## src/rtl/ysyx_23060201_lsu_wb_if.sv

```systemverilog
// ysyx_23060201_lsu_wb_if: EXU hand-off, data-memory bus
// and GPR write port of the load/store + write-back stage.
interface ysyx_23060201_lsu_wb_if #(
   parameter int ADDR_WIDTH = 5,
   parameter int DATA_WIDTH = 32
);
   logic                  in_valid;
   logic                  in_ready;
   logic                  in_is_load;
   logic                  in_is_store;
   logic [2:0]            in_funct3;
   logic [DATA_WIDTH-1:0] in_addr;
   logic [DATA_WIDTH-1:0] in_sdata;
   logic [DATA_WIDTH-1:0] in_alu_res;
   logic [ADDR_WIDTH-1:0] in_rd;
   logic                  in_rd_wen;
   logic                  mem_req;
   logic                  mem_we;
   logic [DATA_WIDTH-1:0] mem_addr;
   logic [DATA_WIDTH-1:0] mem_wdata;
   logic [3:0]            mem_wmask;
   logic                  mem_ack;
   logic [DATA_WIDTH-1:0] mem_rdata;
   logic                  gpr_wen;
   logic [ADDR_WIDTH-1:0] gpr_waddr;
   logic [DATA_WIDTH-1:0] gpr_wdata;
   logic                  done;
   logic                  err;

   modport master (
      output in_valid, in_is_load, in_is_store, in_funct3,
      output in_addr, in_sdata, in_alu_res, in_rd, in_rd_wen,
      output mem_ack, mem_rdata,
      input  in_ready, mem_req, mem_we, mem_addr, mem_wdata,
      input  mem_wmask, gpr_wen, gpr_waddr, gpr_wdata, done, err
   );

   modport slave (
      input  in_valid, in_is_load, in_is_store, in_funct3,
      input  in_addr, in_sdata, in_alu_res, in_rd, in_rd_wen,
      input  mem_ack, mem_rdata,
      output in_ready, mem_req, mem_we, mem_addr, mem_wdata,
      output mem_wmask, gpr_wen, gpr_waddr, gpr_wdata, done, err
   );
endinterface

```

## src/rtl/ysyx_23060201_lsu_wb.sv

```systemverilog
// ysyx_23060201_lsu_wb: load/store + write-back stage.
// One instruction in flight; all outputs except in_ready registered.
module ysyx_23060201_lsu_wb #(
   parameter int ADDR_WIDTH = 5,
   parameter int DATA_WIDTH = 32
) (
   input logic                   clk,
   input logic                   rst,
   ysyx_23060201_lsu_wb_if.slave bus
);
   typedef enum logic [1:0] {IDLE, MEM, WB, ERR} state_t;

   state_t                state, state_n;
   logic                  is_load_q;
   logic [2:0]            f3_q;
   logic [1:0]            off_q;
   logic [ADDR_WIDTH-1:0] rd_q;
   logic                  rd_wen_q;

   logic                  req_q, req_n;
   logic                  we_q, we_n;
   logic [DATA_WIDTH-1:0] maddr_q, maddr_n;
   logic [DATA_WIDTH-1:0] mwdata_q, mwdata_n;
   logic [3:0]            wmask_q, wmask_n;
   logic                  wen_q, wen_n;
   logic [ADDR_WIDTH-1:0] waddr_q, waddr_n;
   logic [DATA_WIDTH-1:0] gdata_q, gdata_n;
   logic                  done_q, done_n;
   logic                  err_q, err_n;

   logic                  is_mem, f3_bad, sz_bad, bad;
   logic [3:0]            st_mask;
   logic [DATA_WIDTH-1:0] shifted, ld_data;

   assign is_mem = bus.in_is_load || bus.in_is_store;

   // reject illegal size/sign encodings and misaligned addresses
   always_comb begin
      f3_bad = 1'b0;
      sz_bad = 1'b0;
      if (bus.in_is_load)
         f3_bad = (bus.in_funct3 == 3'd3) || (bus.in_funct3 == 3'd6) ||
                  (bus.in_funct3 == 3'd7);
      else
         f3_bad = bus.in_funct3[2] || (bus.in_funct3[1:0] == 2'd3);
      unique case (bus.in_funct3[1:0])
         2'd1:    sz_bad = bus.in_addr[0];
         2'd2:    sz_bad = |bus.in_addr[1:0];
         default: sz_bad = 1'b0;
      endcase
      bad = (bus.in_is_load && bus.in_is_store) || f3_bad || sz_bad;
   end

   // byte enables for the store lane
   always_comb begin
      st_mask = 4'b1111;
      unique case (bus.in_funct3[1:0])
         2'd0:    st_mask = 4'b0001 << bus.in_addr[1:0];
         2'd1:    st_mask = 4'b0011 << bus.in_addr[1:0];
         default: st_mask = 4'b1111;
      endcase
   end

   assign shifted = bus.mem_rdata >> {off_q, 3'b000};

   // align and extend returning load data
   always_comb begin
      ld_data = shifted;
      unique case (f3_q)
         3'd0:    ld_data = {{(DATA_WIDTH-8){shifted[7]}}, shifted[7:0]};
         3'd1:    ld_data = {{(DATA_WIDTH-16){shifted[15]}}, shifted[15:0]};
         3'd4:    ld_data = {{(DATA_WIDTH-8){1'b0}}, shifted[7:0]};
         3'd5:    ld_data = {{(DATA_WIDTH-16){1'b0}}, shifted[15:0]};
         default: ld_data = shifted;
      endcase
   end

   // next state and next registered outputs
   always_comb begin
      state_n  = state;
      req_n    = 1'b0;
      we_n     = we_q;
      maddr_n  = maddr_q;
      mwdata_n = mwdata_q;
      wmask_n  = wmask_q;
      wen_n    = 1'b0;
      waddr_n  = waddr_q;
      gdata_n  = gdata_q;
      done_n   = 1'b0;
      err_n    = 1'b0;
      unique case (state)
         IDLE: begin
            if (bus.in_valid) begin
               if (is_mem && bad) begin
                  state_n = ERR;
                  err_n   = 1'b1;
               end else if (is_mem) begin
                  state_n  = MEM;
                  req_n    = 1'b1;
                  we_n     = bus.in_is_store;
                  maddr_n  = {bus.in_addr[DATA_WIDTH-1:2], 2'b00};
                  mwdata_n = bus.in_sdata << {bus.in_addr[1:0], 3'b000};
                  wmask_n  = st_mask;
               end else begin
                  state_n = WB;
                  wen_n   = bus.in_rd_wen && (|bus.in_rd);
                  waddr_n = bus.in_rd;
                  gdata_n = bus.in_alu_res;
                  done_n  = 1'b1;
               end
            end
         end
         MEM: begin
            if (bus.mem_ack) begin
               done_n = 1'b1;
               if (is_load_q) begin
                  state_n = WB;
                  wen_n   = rd_wen_q && (|rd_q);
                  waddr_n = rd_q;
                  gdata_n = ld_data;
               end else begin
                  state_n = IDLE;
               end
            end else begin
               req_n = 1'b1;
            end
         end
         default: state_n = IDLE;
      endcase
   end

   // state, captured instruction fields and output registers
   always_ff @(posedge clk or posedge rst) begin
      if (rst) begin
         state     <= IDLE;
         is_load_q <= 1'b0;
         f3_q      <= '0;
         off_q     <= '0;
         rd_q      <= '0;
         rd_wen_q  <= 1'b0;
         req_q     <= 1'b0;
         we_q      <= 1'b0;
         maddr_q   <= '0;
         mwdata_q  <= '0;
         wmask_q   <= '0;
         wen_q     <= 1'b0;
         waddr_q   <= '0;
         gdata_q   <= '0;
         done_q    <= 1'b0;
         err_q     <= 1'b0;
      end else begin
         state    <= state_n;
         req_q    <= req_n;
         we_q     <= we_n;
         maddr_q  <= maddr_n;
         mwdata_q <= mwdata_n;
         wmask_q  <= wmask_n;
         wen_q    <= wen_n;
         waddr_q  <= waddr_n;
         gdata_q  <= gdata_n;
         done_q   <= done_n;
         err_q    <= err_n;
         if (state == IDLE && bus.in_valid) begin
            is_load_q <= bus.in_is_load;
            f3_q      <= bus.in_funct3;
            off_q     <= bus.in_addr[1:0];
            rd_q      <= bus.in_rd;
            rd_wen_q  <= bus.in_rd_wen;
         end
      end
   end

   assign bus.in_ready  = !rst && (state == IDLE);
   assign bus.mem_req   = req_q;
   assign bus.mem_we    = we_q;
   assign bus.mem_addr  = maddr_q;
   assign bus.mem_wdata = mwdata_q;
   assign bus.mem_wmask = wmask_q;
   assign bus.gpr_wen   = wen_q;
   assign bus.gpr_waddr = waddr_q;
   assign bus.gpr_wdata = gdata_q;
   assign bus.done      = done_q;
   assign bus.err       = err_q;
endmodule

```

## src/flat_wrapper.sv

```systemverilog
// flat-port wrapper written by rule: the top's interface ports become plain ports
module ysyx_23060201_lsu_wb_flat 
#(
   parameter int ADDR_WIDTH = 5,
   parameter int DATA_WIDTH = 32
)
  (clk, rst, bus_in_valid, bus_in_is_load, bus_in_is_store, bus_in_funct3, bus_in_addr, bus_in_sdata, bus_in_alu_res, bus_in_rd, bus_in_rd_wen, bus_mem_ack, bus_mem_rdata, bus_in_ready, bus_mem_req, bus_mem_we, bus_mem_addr, bus_mem_wdata, bus_mem_wmask, bus_gpr_wen, bus_gpr_waddr, bus_gpr_wdata, bus_done, bus_err);
  ysyx_23060201_lsu_wb_if #(.ADDR_WIDTH(ADDR_WIDTH), .DATA_WIDTH(DATA_WIDTH)) bus_i ();
  input logic clk;
  input logic rst;
  input wire logic [$bits(bus_i.in_valid)-1:0] bus_in_valid;
  input wire logic [$bits(bus_i.in_is_load)-1:0] bus_in_is_load;
  input wire logic [$bits(bus_i.in_is_store)-1:0] bus_in_is_store;
  input wire logic [$bits(bus_i.in_funct3)-1:0] bus_in_funct3;
  input wire logic [$bits(bus_i.in_addr)-1:0] bus_in_addr;
  input wire logic [$bits(bus_i.in_sdata)-1:0] bus_in_sdata;
  input wire logic [$bits(bus_i.in_alu_res)-1:0] bus_in_alu_res;
  input wire logic [$bits(bus_i.in_rd)-1:0] bus_in_rd;
  input wire logic [$bits(bus_i.in_rd_wen)-1:0] bus_in_rd_wen;
  input wire logic [$bits(bus_i.mem_ack)-1:0] bus_mem_ack;
  input wire logic [$bits(bus_i.mem_rdata)-1:0] bus_mem_rdata;
  output wire logic [$bits(bus_i.in_ready)-1:0] bus_in_ready;
  output wire logic [$bits(bus_i.mem_req)-1:0] bus_mem_req;
  output wire logic [$bits(bus_i.mem_we)-1:0] bus_mem_we;
  output wire logic [$bits(bus_i.mem_addr)-1:0] bus_mem_addr;
  output wire logic [$bits(bus_i.mem_wdata)-1:0] bus_mem_wdata;
  output wire logic [$bits(bus_i.mem_wmask)-1:0] bus_mem_wmask;
  output wire logic [$bits(bus_i.gpr_wen)-1:0] bus_gpr_wen;
  output wire logic [$bits(bus_i.gpr_waddr)-1:0] bus_gpr_waddr;
  output wire logic [$bits(bus_i.gpr_wdata)-1:0] bus_gpr_wdata;
  output wire logic [$bits(bus_i.done)-1:0] bus_done;
  output wire logic [$bits(bus_i.err)-1:0] bus_err;
  assign bus_i.in_valid = bus_in_valid;
  assign bus_i.in_is_load = bus_in_is_load;
  assign bus_i.in_is_store = bus_in_is_store;
  assign bus_i.in_funct3 = bus_in_funct3;
  assign bus_i.in_addr = bus_in_addr;
  assign bus_i.in_sdata = bus_in_sdata;
  assign bus_i.in_alu_res = bus_in_alu_res;
  assign bus_i.in_rd = bus_in_rd;
  assign bus_i.in_rd_wen = bus_in_rd_wen;
  assign bus_i.mem_ack = bus_mem_ack;
  assign bus_i.mem_rdata = bus_mem_rdata;
  assign bus_in_ready = bus_i.in_ready;
  assign bus_mem_req = bus_i.mem_req;
  assign bus_mem_we = bus_i.mem_we;
  assign bus_mem_addr = bus_i.mem_addr;
  assign bus_mem_wdata = bus_i.mem_wdata;
  assign bus_mem_wmask = bus_i.mem_wmask;
  assign bus_gpr_wen = bus_i.gpr_wen;
  assign bus_gpr_waddr = bus_i.gpr_waddr;
  assign bus_gpr_wdata = bus_i.gpr_wdata;
  assign bus_done = bus_i.done;
  assign bus_err = bus_i.err;
  ysyx_23060201_lsu_wb #(.ADDR_WIDTH(ADDR_WIDTH), .DATA_WIDTH(DATA_WIDTH)) u_core (.clk(clk), .rst(rst), .bus(bus_i));
endmodule
```

## config.mk

```make
export PLATFORM = sky130hd
export DESIGN_NAME = ysyx_23060201_lsu_wb_flat
export DESIGN_NICKNAME = d
export VERILOG_FILES = /design/src/rtl/ysyx_23060201_lsu_wb_if.sv /design/src/rtl/ysyx_23060201_lsu_wb.sv /design/src/flat_wrapper.sv
export SDC_FILE = /design/constraint.sdc
export NUM_CORES = 1
export LEC_CHECK = 0
export CAP_MARGIN = 10
export CORE_ASPECT_RATIO = 1.25
export CORE_MARGIN = 2
export CORE_UTILIZATION = 47
export CTS_CLUSTER_DIAMETER = 200
export CTS_CLUSTER_SIZE = 40
export DETAILED_ROUTE_END_ITERATION = 10
export GPL_TIMING_DRIVEN = 0
export PLACE_DENSITY = 0.82
export SLEW_MARGIN = 20
export SYNTH_ARGS = -nofsm -noshare
export SYNTH_HDL_FRONTEND = slang
export SYNTH_SLANG_ARGS = --single-unit
```

## constraint.sdc

```tcl
create_clock -name clk -period 7.9 [get_ports clk]
set_clock_uncertainty 0.1 [all_clocks]
set_input_delay 2.37 -clock clk [delete_from_list [all_inputs] [get_ports clk]]
set_output_delay 2.37 -clock clk [all_outputs]
set_load 0.005 [all_outputs]
```

# ---- Yosys cells after proc, flatten, opt, wreduce, memory -nomap -nowiden
# Index checks and enable logic that the tools add are counted.
dict set report classes {
  n_eq_ne 15
  n_shift 4
  mux 41
  n_bitwise 1
  n_reduce_logical 23
}
# op n
set op_table {}
lappend op_table {{2-to-1 mux 32 bit} 5}
lappend op_table {{one-hot mux 32 bit (4 select lines)} 1}
lappend op_table {{one-hot mux 32 bit (2 select lines)} 1}
lappend op_table {{<< shifter 32 x 5 -> 32 bit} 1}
lappend op_table {{>> shifter 32 x 5 -> 32 bit} 1}
lappend op_table {{2-to-1 mux 5 bit} 5}
lappend op_table {{2-to-1 mux 1 bit} 17}
lappend op_table {{== test 3 bit, second input constant} 4}
lappend op_table {{2-to-1 mux 2 bit} 5}
lappend op_table {{one-hot mux 5 bit (2 select lines)} 1}
lappend op_table {{OR reduction 5 bit} 2}
lappend op_table {{!= test 2 bit, second input constant} 4}
lappend op_table {{one-hot mux 1 bit (2 select lines)} 4}
lappend op_table {{one-hot mux 4 bit (2 select lines)} 1}
lappend op_table {{logical AND 1 bit} 6}
lappend op_table {{logical OR 1 bit} 6}
lappend op_table {{AND reduction 6 bit} 1}
lappend op_table {{== test 2 x 1 -> 1 bit, second input constant} 2}
lappend op_table {{== test 2 bit, second input constant} 2}
lappend op_table {{zero test 2 bit} 2}
lappend op_table {{one-hot mux 2 bit (2 select lines)} 1}
lappend op_table {{AND reduction 4 bit} 1}
lappend op_table {{<< shifter 1 x 2 -> 4 bit, first input constant} 1}
lappend op_table {{<< shifter 2 x 2 -> 4 bit, first input constant} 1}
lappend op_table {{9 further kinds} 9}
dict set report totals {
  register_bits 122
  in_bits 143
  out_inout_bits 111
  word_cells 100
}

# ---- Longest topological paths before layout
# Gate-level depths: netlist of run 1.
dict set report logic_depth {
  word_depth 10
  ltp_mapped 8
  depth_no_buf 6
}

# ---- Least setup slack after synthesis of run 1
# No wires, ideal clock.
dict set report synth_timing {
  path_kind {input to output}
  from {in rst}
  to {out bus_in_ready}
  arrival_ps 2530
  required_ps 5430
  path_slack_ps 2900
  stages 1
  path_buffers 0
  path_cell_list {nor3_1}
}
dict set report synth_between {
  elab_chain_len 2
}
# element line
set synth_lines {}
lappend synth_lines {{start, declared} flat_wrapper.sv:10} ;# input logic rst;
lappend synth_lines {{zero test 1 bit (no line)} -}
lappend synth_lines {{logical AND 1 bit} ysyx_23060201_lsu_wb.sv:173} ;# assign bus.in_ready = !rst && (state == IDLE);
lappend synth_lines {{end, declared} flat_wrapper.sv:22} ;# output wire logic [$bits(bus_i.in_ready)-1:0] bus_in_ready;
# No other way between the ends.

# ---- Final worst setup path of run 1
# Same ends and word-level chain as after synthesis.

==> results of run 1 <==
cells in the final DEF (no fill, tap or decap), types with 8 or more instances in the layout:
| cell | n |
|---|---|
| buf_2 | 19 |
| clkdlybuf4s50_1 | 251 |
| nor3_1 | 10 |
| dfrtp_1 | 122 |
| a21oi_1 | 40 |
| o211ai_1 | 8 |
| a31oi_1 | 13 |
| mux2_4 | 11 |
| nand2_1 | 54 |
| nor2_1 | 34 |
| mux2i_1 | 34 |
| clkbuf_16 | 17 |
| inv_1 | 12 |
| o21ai_0 | 39 |
| a211oi_1 | 14 |
| clkbuf_1 | 17 |
| mux2_2 | 74 |
| nor2b_1 | 15 |
| o2bb2ai_1 | 8 |
routing by layer:
layer,vias up,part of all wire [%]
li1,2605,-
met5,-,0
met3,45,9.2
met1,2730,36
met4,0,3.0
met2,289,51
final timing paths:
check	from	end	slack [ns]	cells after the start
setup / recovery	rst	bus_in_ready	1.82	3
hold / removal	u_core.bus.gpr_wdata[7]$_DFFE_PP0P_	u_core.bus.gpr_wdata[7]$_DFFE_PP0P_	0.40	2
setup reg to reg	u_core.state[0]$_DFFE_PP0P_	u_core.bus.gpr_wdata[16]$_DFFE_PP0P_	5.77	6
hold reg to reg	u_core.bus.gpr_wdata[7]$_DFFE_PP0P_	u_core.bus.gpr_wdata[7]$_DFFE_PP0P_	0.40	2
max in group asynchronous	rst	u_core.bus.mem_wdata[24]$_DFFE_PP0P_	4.65	3
min in group asynchronous	rst	u_core.state[0]$_DFFE_PP0P_	2.35	2
report_power, final:
part           switching [mW]  total, mW  internal [mW]
registers               0.179       1.10          0.926
clock network           0.304      0.711          0.407
logic                   0.611       1.49          0.879
total                    1.09       3.31           2.21
flip-flops by register name, summed over array words and instances (netlist names), 2 cells and up:
register / count
u_core.bus.gpr_wdata: 32
u_core.f3_q: 3
u_core.bus.mem_wmask: 4
u_core.state: 2
u_core.off_q: 2
u_core.bus.mem_wdata: 32
u_core.bus.gpr_waddr: 5
u_core.rd_q: 5
u_core.bus.mem_addr: 30
layout make-up:
type,instances,area [µm²],area share (%)
buffer,46,231,2.42
clock buffer,18,429,4.49
clock inverter,14,116,1.22
inverter,13,53.8,0.563
multi-input combinational,396,2910,30.5
sequential,122,3050,32.0
tap,171,214,2.24
timing repair buffer,252,2540,26.6
worst min-delay path, delay by kind of cell (launching register included):
kind | cells | cell delay, ns
simple gates | 2 | 0.10
flops | 1 | 0.36
stage by stage:
step	setup slack, ns	area (µm²)	util (%)	power, mW
final	1.82	9550	72.8	3.31
after global routing	1.76	9550	72.8	3.49
after CTS	1.85	9550	72.8	3.32
after detailed placement	1.85	9010	68.7	2.59
after global placement	0.529	8970	68.4	2.54
after floorplan	2.19	6250	-	1.76
logic make-up after synthesis:
kind of cell             Yosys count
AO/OA/AOI/OAI                    138
XOR/XNOR                           1
adder cells (fa/ha/maj)            4
buffers and inverters             59
flip-flops                       122
multiplexers                     119
other                              1
AND/OR/NAND/NOR                  132
==> out/qor.yml, run 1 <==
route:
  vias: 5669
  drt_iter0_drc: 313
  first_pass_iters: 5
  post_drt_wl_per_cell_um: 19.9
  drc_errors: 0
  viasPerCell: 5.49
  wl_mm: 20.5
  ant_nets: 0
cts:
  htree_levels: 4
  clkSlewWorstSetupHoldPaths_ns: 0.06
  cts_setup_buffers: 0
  clock-sinks: 122
  cts-root-buf: "clkbuf_16"
  insertion_delay_ns: 0.41
  cts_made_buffers: 17
  clockBufferDepth: 2
  post_cts_resized: 0
  cts_hold_buffers: 0
  tritoncts: "yes"
outcome:
  outcome: "complete, no violations"
layout:
  nets: 995
  drive_gt1_share_pct: 18.0
  fin_cells: 1032
  nFillCells: 967
  syn2layout_area_growth_pct: 53.0
  num_antenna_cells: 0
floorplan:
  dieHeight_um: 133
  initial_core_util_pct: 47.6
  rows: 47
  die_area_um2: 14200
  die_w_um: 107
  ios: 254
  core_area_um2: 13100
synthesis:
  synth_xor_area_share_pct: 0.140
  synth_top_area_share_pct: 48.9
  synthAdderAreaFrac_pct: 0.802
  synth.distinct_cells: 44
  synth-seq-area-share_pct: 48.9
  synthTopCellsByCount: "122 x dfrtp_1, 74 x mux2_2, 54 x nand2_1, 40 x a21oi_1, 39 x o21ai_0"
  synth-compound-area-share_pct: 14.0
  yosys.area_share.simple_pct: 10.1
  synth_edf_count: 0
  ys_seq_elements: 122
  yosysMostFrequentCell: "dfrtp_1"
  synth-main-ff-cell: "dfrtp_1"
  avgSynthCellArea_um2: 10.8
  yosys_warnings: 0
  syn-instance-count: 576
  synth.area.mux_share_pct: 21.4
  netlist_area_um2: 6240
  synth_top_family_by_area: "multiplexers"
  postSynth.asyncResetShare_pct: 100
  yosysTopAreaCell: "dfrtp_1"
  synth_area_leaders: "dfrtp_1 49%, mux2_2 13%, mux2i_1 5.5%"
critical_path:
  required_ns: 5.43
  critPathTopFamily: "buffers and inverters"
  crit_chain: "clkdlybuf4s50_1 > nor3_1 > clkdlybuf4s50_1"
  startpoint_type: "primary input"
  timing_worst_setup_path_type: "primary input to output pin"
  cpMostUsedCell: "clkdlybuf4s50_1"
  cp_slowest_cell: "clkdlybuf4s50_1"
  critPathCaptureType: "output pin"
  critPathArrivalTime_ns: 3.61
  critPathBufInv: 2
  critPathMaxStageDelay_ns: 0.56
  path_max_fanout: 2
timing:
  finalSetupTns_ns: 0
  period_share_pct: 76.9
  grt_setup_unrepaired: "false"
  whs_ns: 0.395
  hold_viol_final: 0
  tightestPinTransition_ns: 0.741
  min_period_ns: 6.08
  max_slew_margin_pct: 50.4
  setup_viol: 0
  maxSlewViolCount: 0
  max_clock_freq_ghz: 0.165
grt:
  grt_pass1_wl_mm: 31.8
  grtUsageTotal_pct: 29.2
  grt_pass1_vias: 5981
  grt_antenna_before_repair: 0
  grtUsageMet2_pct: 51.2
  met3_usage_pct: 10.7
  grt.busiest_layer: "met2"
  gr-usage-met1_pct: 32.4
  grt_start_max_net_pins: 72
  grt-ovfl-total: 0
place:
  portBuffers: 251
  dp.cells: 1000
  place_congestion: 0.949
  dp_hpwl_mm: 15.7
worst_hold_path:
  hold_path.class: "register to register"
pwr:
  cellPowerDensity_nw_per_um2: 346
  leakagePower_nw: 4.05
  ir_drop_v: 0.000193
flow_run:
  drv_cap: 0
(Power assumes the default switching activity.)
==> run 2, diff against run 1 <==
Settings changed: CORE_UTILIZATION 47 to 44, PLACE_DENSITY 0.82 to 0.78.
Clock period 7.9 ns to 6 ns, I/O delays scaled along.
==> out/qor.yml, run 2 (synthesized netlist as in run 1, its figures left out) <==
timing:
  max_slew_margin_pct: 49.6
  min_period_ns: 5.04
  period_share_pct: 84.0
  tightestPinTransition_ns: 0.753
  grt_setup_unrepaired: "false"
  maxSlewViolCount: 0
  setup_ws_ns: 0.962
  setup_viol: 0
  max_clock_freq_ghz: 0.199
  hold_viol_final: 0
outcome:
  outcome: "complete, no violations"
critical_path:
  r2r-end: "u_core.bus.mem_addr[11]$_DFFE_PP0P_"
  path_max_fanout: 2
  startpoint_type: "primary input"
  reg2reg_depth: 5
  r2r-start: "u_core.state[0]$_DFFE_PP0P_"
  critPathCaptureType: "output pin"
  timing_worst_setup_path_type: "primary input to output pin"
  required_ns: 4.10
  critPathArrivalTime_ns: 3.14
  ff2ff_setup_slack_ns: 3.92
flow_run:
  drv_cap: 0
pwr:
  p_sw_mw: 1.41
  cellPowerDensity_nw_per_um2: 455
  intPower_mw: 2.94
  ir_drop_v: 0.000246
  switching_share_pct: 32.4
  comb_power_share_pct: 45.3
  clock_power_share_pct: 21.2
  pwr-share-seq_pct: 33.4
  leakagePower_nw: 4.04
floorplan:
  die_area_um2: 15200
  ios: 254
  core_area_um2: 13800
  initial_core_util_pct: 45.2
  die_w_um: 111
  rows: 48
  dieHeight_um: 137
grt:
  grt_pass1_vias: 5909
  grtUsageTotal_pct: 27.0
  grt_pass1_wl_mm: 31.9
  grt_start_max_net_pins: 63
  grt-ovfl-total: 0
  grt_antenna_before_repair: 0
worst_hold_path:
  hold_depth: 2
  hp-start: "u_core.bus.gpr_wdata[14]$_DFFE_PP0P_"
  holdPathEnd: "u_core.bus.gpr_wdata[14]$_DFFE_PP0P_"
  hold_path.class: "register to register"
cts:
  post_cts_resized: 0
  tritoncts: "yes"
  cts_hold_buffers: 0
  clkSlewWorstSetupHoldPaths_ns: 0.05
  clock-sinks: 122
  clockBufferDepth: 2
  insertion_delay_ns: 0.40
  htree_levels: 4
  cts_setup_buffers: 0
  cts-root-buf: "clkbuf_16"
  cts_made_buffers: 17
layout:
  fin_cells: 1033
  nets: 995
  drive_gt1_share_pct: 17.7
  layout_common_cells: "251 x clkdlybuf4s50_1, 122 x dfrtp_1, 74 x mux2_2"
  num_antenna_cells: 0
  layout_commonest_cell: "clkdlybuf4s50_1"
  syn2layout_area_growth_pct: 52.8
route:
  vias: 5661
  wl_mm: 20.5
  post_drt_wl_per_cell_um: 19.9
  viasPerCell: 5.48
  drt_iter0_drc: 386
  ant_nets: 0
  drc_errors: 0
  first_pass_iters: 5
place:
  place_congestion: 0.945
  pre_cts_ws_ns: 0.951
  dp.cells: 1004
  portBuffers: 251
  dp_hpwl_mm: 15.8
==> run 2: cell types whose count changed in the layout (fill, tap and decap cells not counted) <==
cell	before	now
bufinv_16	0	1
clkinvlp_4	5	6
clkinv_4	4	1
inv_6	6	2
clkinv_2	0	2
==> run 2: layout make-up <==
class / instances / area (µm²)
Clock buffer: 18 / 429
Multi-Input combinational cell: 396 / 2910
Clock inverter: 11 / 103
Sequential cell: 122 / 3050
Buffer: 46 / 231
Fill cell: 1098 / 4270
Tap cell: 175 / 219
Inverter: 13 / 53.8
Timing Repair Buffer: 252 / 2540
==> run 2: worst max path at each step <==
stage / end / start / cells past startpoint
after floorplan: u_core.bus.done$_DFF_PP0_ / rst / 1
after global placement: u_core.bus.mem_wdata[18]$_DFFE_PP0P_ / rst / 2
after detailed placement: bus_in_ready / rst / 3
after CTS: bus_in_ready / rst / 3
after global routing: bus_in_ready / rst / 3
final: bus_in_ready / rst / 3
==> run 2: through the flow <==
stage / total power, mW / utilization (%) / area (µm²) / hold WS [ns] / TNS [ns]
2_1_floorplan: 2.32 / - / 6250 / 0.363 / 0
3_3_place_gp: 3.36 / 65.0 / 8980 / 0.369 / -107.65
3_5_place_dp: 3.43 / 65.2 / 9010 / 0.372 / 0
4_1_cts: 4.37 / 69.1 / 9540 / 0.384 / 0
5_1_grt: 4.59 / 69.1 / 9540 / 0.409 / 0
6_report: 4.35 / 69.1 / 9540 / 0.383 / 0
==> run 2: power groups by stage <==
stage / clock network [mW] / registers [mW] / logic, mW
final: 0.924 / 1.45 / 1.97
after global routing: 0.976 / 1.50 / 2.12
after CTS: 0.937 / 1.45 / 1.98
after detailed placement: 0 / 1.46 / 1.97
after global placement: 0 / 1.43 / 1.93
after floorplan: 0 / 1.46 / 0.861
==> run 2: metal layers <==
layer  vias up  global-route usage (%)  part of all wire, %
met5         -                       0                    0
met4         0                    8.13                  2.4
met3        41                    7.52                  7.3
met2       287                    49.7                   53
met1      2734                    30.7                   38
li1       2599                       -                    -
==> run 2: critical path, stage by stage <==
cell and delay [ns]:
clkdlybuf4s50_1 0.52, nor3_1 0.23, clkdlybuf4s50_1 0.59
